## config.mk

```make
export PLATFORM = sky130hd
export DESIGN_NAME = csm_iter_mult
export DESIGN_NICKNAME = d
export VERILOG_FILES = /design/src/rtl/csm_iter_mult.sv
export SDC_FILE = /design/constraint.sdc
export NUM_CORES = 1
export LEC_CHECK = 0
export CAP_MARGIN = 20
export CORE_AREA = 2 2 88 90
export DETAILED_ROUTE_END_ITERATION = 16
export DIE_AREA = 0 0 90 92
export PLACE_DENSITY_LB_ADDON = 0.08
export SLEW_MARGIN = 20
export SYNTH_ARGS = -nofsm -noshare
export SYNTH_HDL_FRONTEND = slang
export SYNTH_SLANG_ARGS = --single-unit
```

## constraint.sdc

```tcl
create_clock -name clk_i -period 3.85 [get_ports clk_i]
set_input_delay 0.385 -clock clk_i [delete_from_list [all_inputs] [get_ports clk_i]]
set_output_delay 0.385 -clock clk_i [all_outputs]
set_load 0.05 [all_outputs]
```

## src/rtl/csm_iter_mult.sv

```systemverilog
// Iterative carry-save multiplier: one multiplier bit per cycle, then a single ripple merge.
// Optional Baugh-Wooley signed mode (adds tc_i) is enabled by defining CSM_SIGNED_EN.
module csm_iter_mult #(
    parameter int unsigned WIDTH = 8
) (
    input  logic               clk_i,
    input  logic               rst_i,
    input  logic               in_valid_i,
    output logic               in_ready_o,
    input  logic [WIDTH-1:0]   a_i,
    input  logic [WIDTH-1:0]   b_i,
`ifdef CSM_SIGNED_EN
    input  logic               tc_i,
`endif
    output logic               out_valid_o,
    input  logic               out_ready_i,
    output logic [2*WIDTH-1:0] prod_o,
    output logic               busy_o
);

    localparam int unsigned     CntW  = $clog2(WIDTH);
    localparam logic [CntW-1:0] KLast = CntW'(WIDTH - 1);
    localparam logic [WIDTH-1:0] MsbMask = {1'b1, {(WIDTH - 1){1'b0}}};

    typedef enum logic [1:0] {
        StIdle,
        StAccum,
        StMerge,
        StDone
    } state_e;

    state_e             state_q, state_d;
    logic [WIDTH-1:0]   a_q, a_d;
    logic [WIDTH-1:0]   b_q, b_d;
    logic [WIDTH-1:0]   sum_q, sum_d;
    logic [WIDTH-1:0]   carry_q, carry_d;
    logic [WIDTH-1:0]   lo_q, lo_d;
    logic [CntW-1:0]    cnt_q, cnt_d;
    logic [2*WIDTH-1:0] prod_q, prod_d;

    logic               tc_act;
    logic               b_bit;
    logic               last_row;
    logic [WIDTH-1:0]   inv_mask;
    logic [WIDTH-1:0]   pp;
    logic [WIDTH-1:0]   sum_sh;
    logic [WIDTH-1:0]   row_sum;
    logic [WIDTH-1:0]   row_carry;
    logic [WIDTH-1:0]   hi_sum;
    logic               rc;

`ifdef CSM_SIGNED_EN
    logic tc_q, tc_d;
    assign tc_act = tc_q;
`else
    assign tc_act = 1'b0;
`endif

    assign b_bit    = b_q[cnt_q];
    assign last_row = (cnt_q == KLast);
    // Baugh-Wooley: invert a_msb*b_k (k<msb) and a_j*b_msb (j<msb), keep msb*msb.
    assign inv_mask = last_row ? ~MsbMask : MsbMask;
    assign pp       = (a_q & {WIDTH{b_bit}}) ^ (tc_act ? inv_mask : '0);
    assign sum_sh   = {1'b0, sum_q[WIDTH-1:1]};

    // One row of full-adder cells on (pp[j], sum[j+1], carry[j]).
    assign row_sum   = pp ^ sum_sh ^ carry_q;
    assign row_carry = (pp & sum_sh) | (pp & carry_q) | (sum_sh & carry_q);

    always_comb begin : merge_adder
        rc     = tc_act;
        hi_sum = '0;
        for (int j = 0; j < int'(WIDTH); j++) begin
            hi_sum[j] = sum_sh[j] ^ carry_q[j] ^ rc;
            rc        = (sum_sh[j] & carry_q[j]) | (rc & (sum_sh[j] ^ carry_q[j]));
        end
    end

    always_comb begin : next_state
        state_d = state_q;
        a_d     = a_q;
        b_d     = b_q;
        sum_d   = sum_q;
        carry_d = carry_q;
        lo_d    = lo_q;
        cnt_d   = cnt_q;
        prod_d  = prod_q;
`ifdef CSM_SIGNED_EN
        tc_d    = tc_q;
`endif
        unique case (state_q)
            StIdle: begin
                if (in_valid_i) begin
                    a_d     = a_i;
                    b_d     = b_i;
                    sum_d   = '0;
                    carry_d = '0;
                    lo_d    = '0;
                    cnt_d   = '0;
`ifdef CSM_SIGNED_EN
                    tc_d    = tc_i;
`endif
                    state_d = StAccum;
                end
            end
            StAccum: begin
                sum_d       = row_sum;
                carry_d     = row_carry;
                lo_d[cnt_q] = row_sum[0];
                cnt_d       = cnt_q + 1'b1;
                if (last_row) begin
                    state_d = StMerge;
                end
            end
            StMerge: begin
                // Top-bit flip supplies the 2^(2W-1) correction term in signed mode.
                prod_d = {hi_sum[WIDTH-1] ^ tc_act, hi_sum[WIDTH-2:0], lo_q};
                state_d = StDone;
            end
            StDone: begin
                if (out_ready_i) begin
                    state_d = StIdle;
                end
            end
            default: state_d = StIdle;
        endcase
    end

    always_ff @(posedge clk_i) begin
        if (rst_i) begin
            state_q <= StIdle;
            a_q     <= '0;
            b_q     <= '0;
            sum_q   <= '0;
            carry_q <= '0;
            lo_q    <= '0;
            cnt_q   <= '0;
            prod_q  <= '0;
`ifdef CSM_SIGNED_EN
            tc_q    <= 1'b0;
`endif
        end else begin
            state_q <= state_d;
            a_q     <= a_d;
            b_q     <= b_d;
            sum_q   <= sum_d;
            carry_q <= carry_d;
            lo_q    <= lo_d;
            cnt_q   <= cnt_d;
            prod_q  <= prod_d;
`ifdef CSM_SIGNED_EN
            tc_q    <= tc_d;
`endif
        end
    end

    assign in_ready_o  = (state_q == StIdle);
    assign out_valid_o = (state_q == StDone);
    assign busy_o      = (state_q == StAccum) || (state_q == StMerge);
    assign prod_o      = prod_q;

endmodule

```

# After elaboration in Yosys (flattened, before gate mapping)
# Cells that the tools add are included.
# word_totals
regBits,61
inputBits,20
out_inout_bits,19
wordCells,81
# classes
add_sub_neg,1
magnitude_cmp,2
n_eq_ne,7
n_mux,15
bitwise,41
n_reduce_logical,7
# ops
operator,count
8-bit case mux with 2 select lines,3
8-bit bitwise AND,2
8-bit bitwise OR,2
1-bit XOR,14
1-bit bitwise AND,13
7-bit by 8-bit bitwise AND with 8-bit output,1
8-bit by 7-bit bitwise AND with 8-bit output,1
8-bit bitwise mux,1
8-bit 2-to-1 mux,1
2-bit case mux with 4 select lines,1
8-bit by 7-bit XOR with 8-bit output,1
8-bit XOR,1
2-bit 2-to-1 mux,3
1-bit bitwise OR,6
3-bit case mux with 2 select lines,1
"2-bit equality test, second input constant",2
"3-bit by 4-bit < comparator with 1-bit output, second input constant",1
"2-bit inequality test, second input constant",2
2-bit AND reduction,2
"3-bit by 1-bit adder with 3-bit output, second input constant",1
1-bit binary-select mux with 3-bit select,1
1-bit demux with 3-bit select,1
"3-bit equality test, second input constant",1
"3-bit by 1-bit greater-or-equal comparator with 1-bit output, second input constant",1
other kinds (9),10

# Longest topological paths before layout
# depth
ltp_word,14
ltp_mapped,11
ltp_nobuf,11

# Least setup slack after synthesis
# No wires, ideal clock.
# synth_timing
path_type,reg2reg
startpoint,register sum_q[1]
endpoint,register prod_q[15] (netlist: prod_o[15])
arrival_time_ps,2957
required_ps,3764
slack_ps,808
stages_incl_launch_ff,12
synth_period_minus_slack_ps,3042
cell_sequence,dfxtp_1 > ha_1 > inv_1 > fa_1 > inv_1 > fa_1 > fa_1 > fa_1 > fa_1 > fa_1 > xnor2_1 > a211oi_1
# synth_via
elab_chain_cells,14
# synth_lines
element,line_no,text
start: declaration,35,"logic [WIDTH-1:0] sum_q, sum_d;"
start signal: assignment,146,sum_q <= sum_d;
1-bit bitwise AND (2 in series),75,rc = (sum_sh[j] & carry_q[j]) | (rc & (sum_sh[j] ^ carry_q[j]));
1-bit bitwise OR,75,
1-bit bitwise AND,75,
1-bit bitwise OR,75,
1-bit bitwise AND,75,
1-bit bitwise OR,75,
1-bit bitwise AND,75,
1-bit bitwise OR,75,
1-bit bitwise AND,75,
1-bit bitwise OR,75,
1-bit bitwise AND,75,
1-bit bitwise OR,75,
1-bit XOR,74,hi_sum[j] = sum_sh[j] ^ carry_q[j] ^ rc;
end signal: assignment,150,prod_q <= prod_d;
end: declaration,39,"logic [2*WIDTH-1:0] prod_q, prod_d;"
# No other way between the ends.
# A chain may end at the register's enable or synchronous reset.

# Worst setup path in the final report
# Ends and elaborated chain as after synthesis.

==> metrics.md <==
| Metric | Value |
|---|---|
| Status | finished clean |
| Routed wl met2 | 2340 um |
| Post-synth EDFFs | 0 |
| Placed inst area | 3290 um^2 |
| Period Utilization, post-route | 81.6% |
| Share of the synthesized area in the top cell type | 41.8% |
| Mux cell area share after synthesis | 7.54% |
| Area of the core | 7450 um^2 |
| First-pass GRT wire length | 10200 um |
| Max incr delay on CP | 0.39 ns |
| Power Dens Cells | 559 nW/um^2 |
| Design Power | 1.94 mW |
| Die height | 92 um |
| Critical path class | flop to flop |
| Die width | 90 um |
| Starting Density | 38.6% |
| Clock network power share | 25.3% |
| Post-Synth Simple-Gate Area | 15.3% |
| Area contributors post-synth | dfxtp_1 42%, fa_1 9.1%, mux2i_1 5.6%, a32oi_1 5.2%, nand2_1 5.0% |
| Resized cells post-CTS | 0 |
| Met3 routed WL | 335 um |
| Largest net degree at the start of global routing | 37 |
| Clock root buffer | clkbuf_8 |
| Clk_skew | 0.00692 ns |
| Max Buffers Root-to-Sink | 2 |
| CP Data Arrival Time | 3.39 ns |
| Worst slew margin | 31.1% |
| FF-to-FF path depth | 11 |
| Vias in the first global route | 2043 |
| Sink Count | 60 |
| Finished Layout Cells | 431 |
| CP Launch Type | flop |
| Critical Path RT | 4.09 ns |
| DRT met1 WL | 3100 um |
| Main combinational cell family by area after synthesis | compound AO/OA/AOI/OAI gates |
| Layout cell share with drive strength beyond 1 | 8.51% |
| Worst VDD drop | 0.277 mV |
| Final WS setup | 0.707 ns |
| WHS | 0.455 ns |
| Post-synthesis average cell area | 9.70 um^2 |
| GRT Total Usage | 15.4% |
| Final Cell Area | 3470 um^2 |
| CP Cell Sequence | ha_1, inv_1, fa_1, inv_1, fa_1, fa_1, fa_1, fa_1, fa_1, xnor2_1, a211oi_1 |
| Placer congestion estimate | 0.724 |
| Comb pwr share | 37.2% |
| Sequential share of the synthesized area | 41.8% |
| Crit-path leading delay family | adder cells |
| Post-Syn Area | 2870 um^2 |
| Synth Area in Adders | 12.5% |
| Worst Max-Slew Pin Slew | 1.03 ns |
| Syn nets | 337 |
| Nets | 366 |
| Hold buffers post-CTS | 0 |
| Htree depth | 3 |
| Worst setup EP type | flop |
| Slowest cell on crit path | fa_1 |
| Hold Path Class | flop to flop |
| Crit path top cell by count | fa_1 |
| IO Pins | 39 |
| Net Sw Power | 0.748 mW |
| Cell variety after synth | 40 |
| Number of antenna diodes | 0 |
| Final hold vios | 0 |
| DR WL/cell | 13.6 um |
| Area occupied by registers | 1200 um^2 |
| Multi-input gate area | 1530 um^2 |
| Pre-antenna DRT Iters | 4 |
| DRC Markers | 0 |
| Number of setup buffers added after CTS | 0 |
| Total grt overflow | 0 |
| IO Port Bufs | 38 |
| DR vias/cell | 4.96 |
| Final Setup Violations | 0 |
| Dpl ws | 0.695 ns |
| CP Buf/Inv Count | 2 |
| Area Overhead vs Synth | 20.7% |
| Sw frac | 38.6% |
| RSZ-0062 raised after global routing | false |
| Final WL | 5870 um |
| CTS tree | yes |
| P_leak | 1.29 nW |
| Final TNS setup | 0 ns |
| Std cell rows | 32 |
| Post-synthesis compound-gate area fraction | 17.2% |
| Die area | 8280 um^2 |
| Post-Synthesis Cells | 296 |
| Prevailing post-synth register cell | dfxtp_1 |
| Placed cells | 416 |
| Starting DRC count in detailed routing | 146 |
| Flop pwr share | 37.5% |
| Commonest cells in the netlist | 60 x dfxtp_1, 38 x nand2_1, 35 x nor2_1 |
| Pint | 1.19 mW |
| Worst skew pair latency | 0.32 ns |
| Dpl hpwl | 3980 um |
| Clock Pin Slew Worst Setup and Hold Paths | 0.06 ns |
| Warnings, synthesis | 0 |
| Final core occ | 46.5% |
| XOR/XNOR Fraction of Synth Area | 0.305% |
| Routed Antenna Nets | 0 |
| Fillers | 756 |
| FF+latch count, synth | 60 |
| Vias | 2139 |
| Total CTS buffers | 9 |
| CP max FO | 3 |
| Most frequent cell after synthesis | dfxtp_1 |
| Critical path depth | 11 |
| Slew Viols, Final | 0 |
| Hold path cells | 2 |
| Asr flop ratio synth | 0% |
| Highest Signal Layer | met4 |
| Yosys top cell by area | dfxtp_1 |
| Max cap viols | 0 |
| Minimum clock period | 3.14 ns |
| Max Fclk | 0.318 GHz |
| Initial antenna violation count | 0 |
-- layout by cell type, fill, tap and decap left out, drive strengths merged, types with 2 or more instances in the layout --
cell           synthesis  final
a211oi                 2      2
a21boi                 8      8
a21oi                 18     18
a31oi                  3      3
a32oi                 18     18
and3b                  3      3
buf                   18      5
clkbuf                 6     13
clkdlybuf4s50          0     37
clkinv                 0      2
dfxtp                 60     60
fa                    13     13
ha                     8      8
inv                    8      8
mux2                   4      4
mux2i                 16     16
nand2                 38     38
nand2b                 5      5
nand3                  3      3
nand4                  4      4
nor2                  35     35
nor2b                  2      2
nor3b                  3      3
o22ai                  5      5
o2bb2ai                5      5
o311ai                 2      2
-- worst reg2reg max path, delay by kind of cell, from the launching register on --
family | cells | cell delay [ns]
flops | 1 | 0.34
compound gates | 1 | 0.21
fa+ha+maj | 7 | 2.28
xor+xnor | 1 | 0.13
buf+inv | 2 | 0.11
-- path summary, 6_finish.rpt --
kind	from	to	slack, ns
worst min register to register	a_q[0]$_SDFFE_PP0P_	a_q[0]$_SDFFE_PP0P_	0.45
worst min-delay path	a_q[0]$_SDFFE_PP0P_	a_q[0]$_SDFFE_PP0P_	0.45
worst max register to register	sum_q[1]$_SDFFE_PP0P_	prod_o[15]$_SDFFE_PP0P_	0.71
worst max-delay path	sum_q[1]$_SDFFE_PP0P_	prod_o[15]$_SDFFE_PP0P_	0.71
-- metal layers --
layer  GRT usage, %  vias to the layer above
li1               -                     1100
met2           21.2                       62
met1           22.4                      968
met3           3.70                        9
met4           7.69                        0
met5              0                        -
-- power groups by stage --
stage / Combinational (mW) / Sequential, mW / Clock, mW
after global routing: 0.797 / 0.736 / 0.537
after CTS: 0.715 / 0.727 / 0.509
after floorplan: 0.543 / 0.746 / 0
final: 0.721 / 0.727 / 0.490
after global placement: 0.712 / 0.739 / 0
after detailed placement: 0.713 / 0.741 / 0
-- flip-flops by register name, summed over array words and instances (netlist names) --
signal	count
prod_o	16
a_q	8
carry_q	8
state_q	2
cnt_q	3
b_q	8
sum_q	7
lo_q	8
-- logic make-up (layout without fill, tap and decap cells) --
group / after synthesis / count (layout)
AO/OA/AOI/OAI: 65 / 65
XOR/XNOR: 1 / 1
adder cells (fa/ha/maj): 21 / 21
buffers and inverters: 32 / 65
flip-flops: 60 / 60
multiplexers: 20 / 20
AND/OR/NAND/NOR: 97 / 97
-- cell type report --
type | count | area share [%]
Clock buffer | 13 | 4.58
Clock inverter | 2 | 0.289
Inverter | 8 | 0.866
Multi-Input combinational cell | 204 | 44.2
Sequential cell | 60 | 34.7
Tap cell | 102 | 3.68
Timing Repair Buffer | 42 | 11.7
Power figures use the tool's default switching activity.
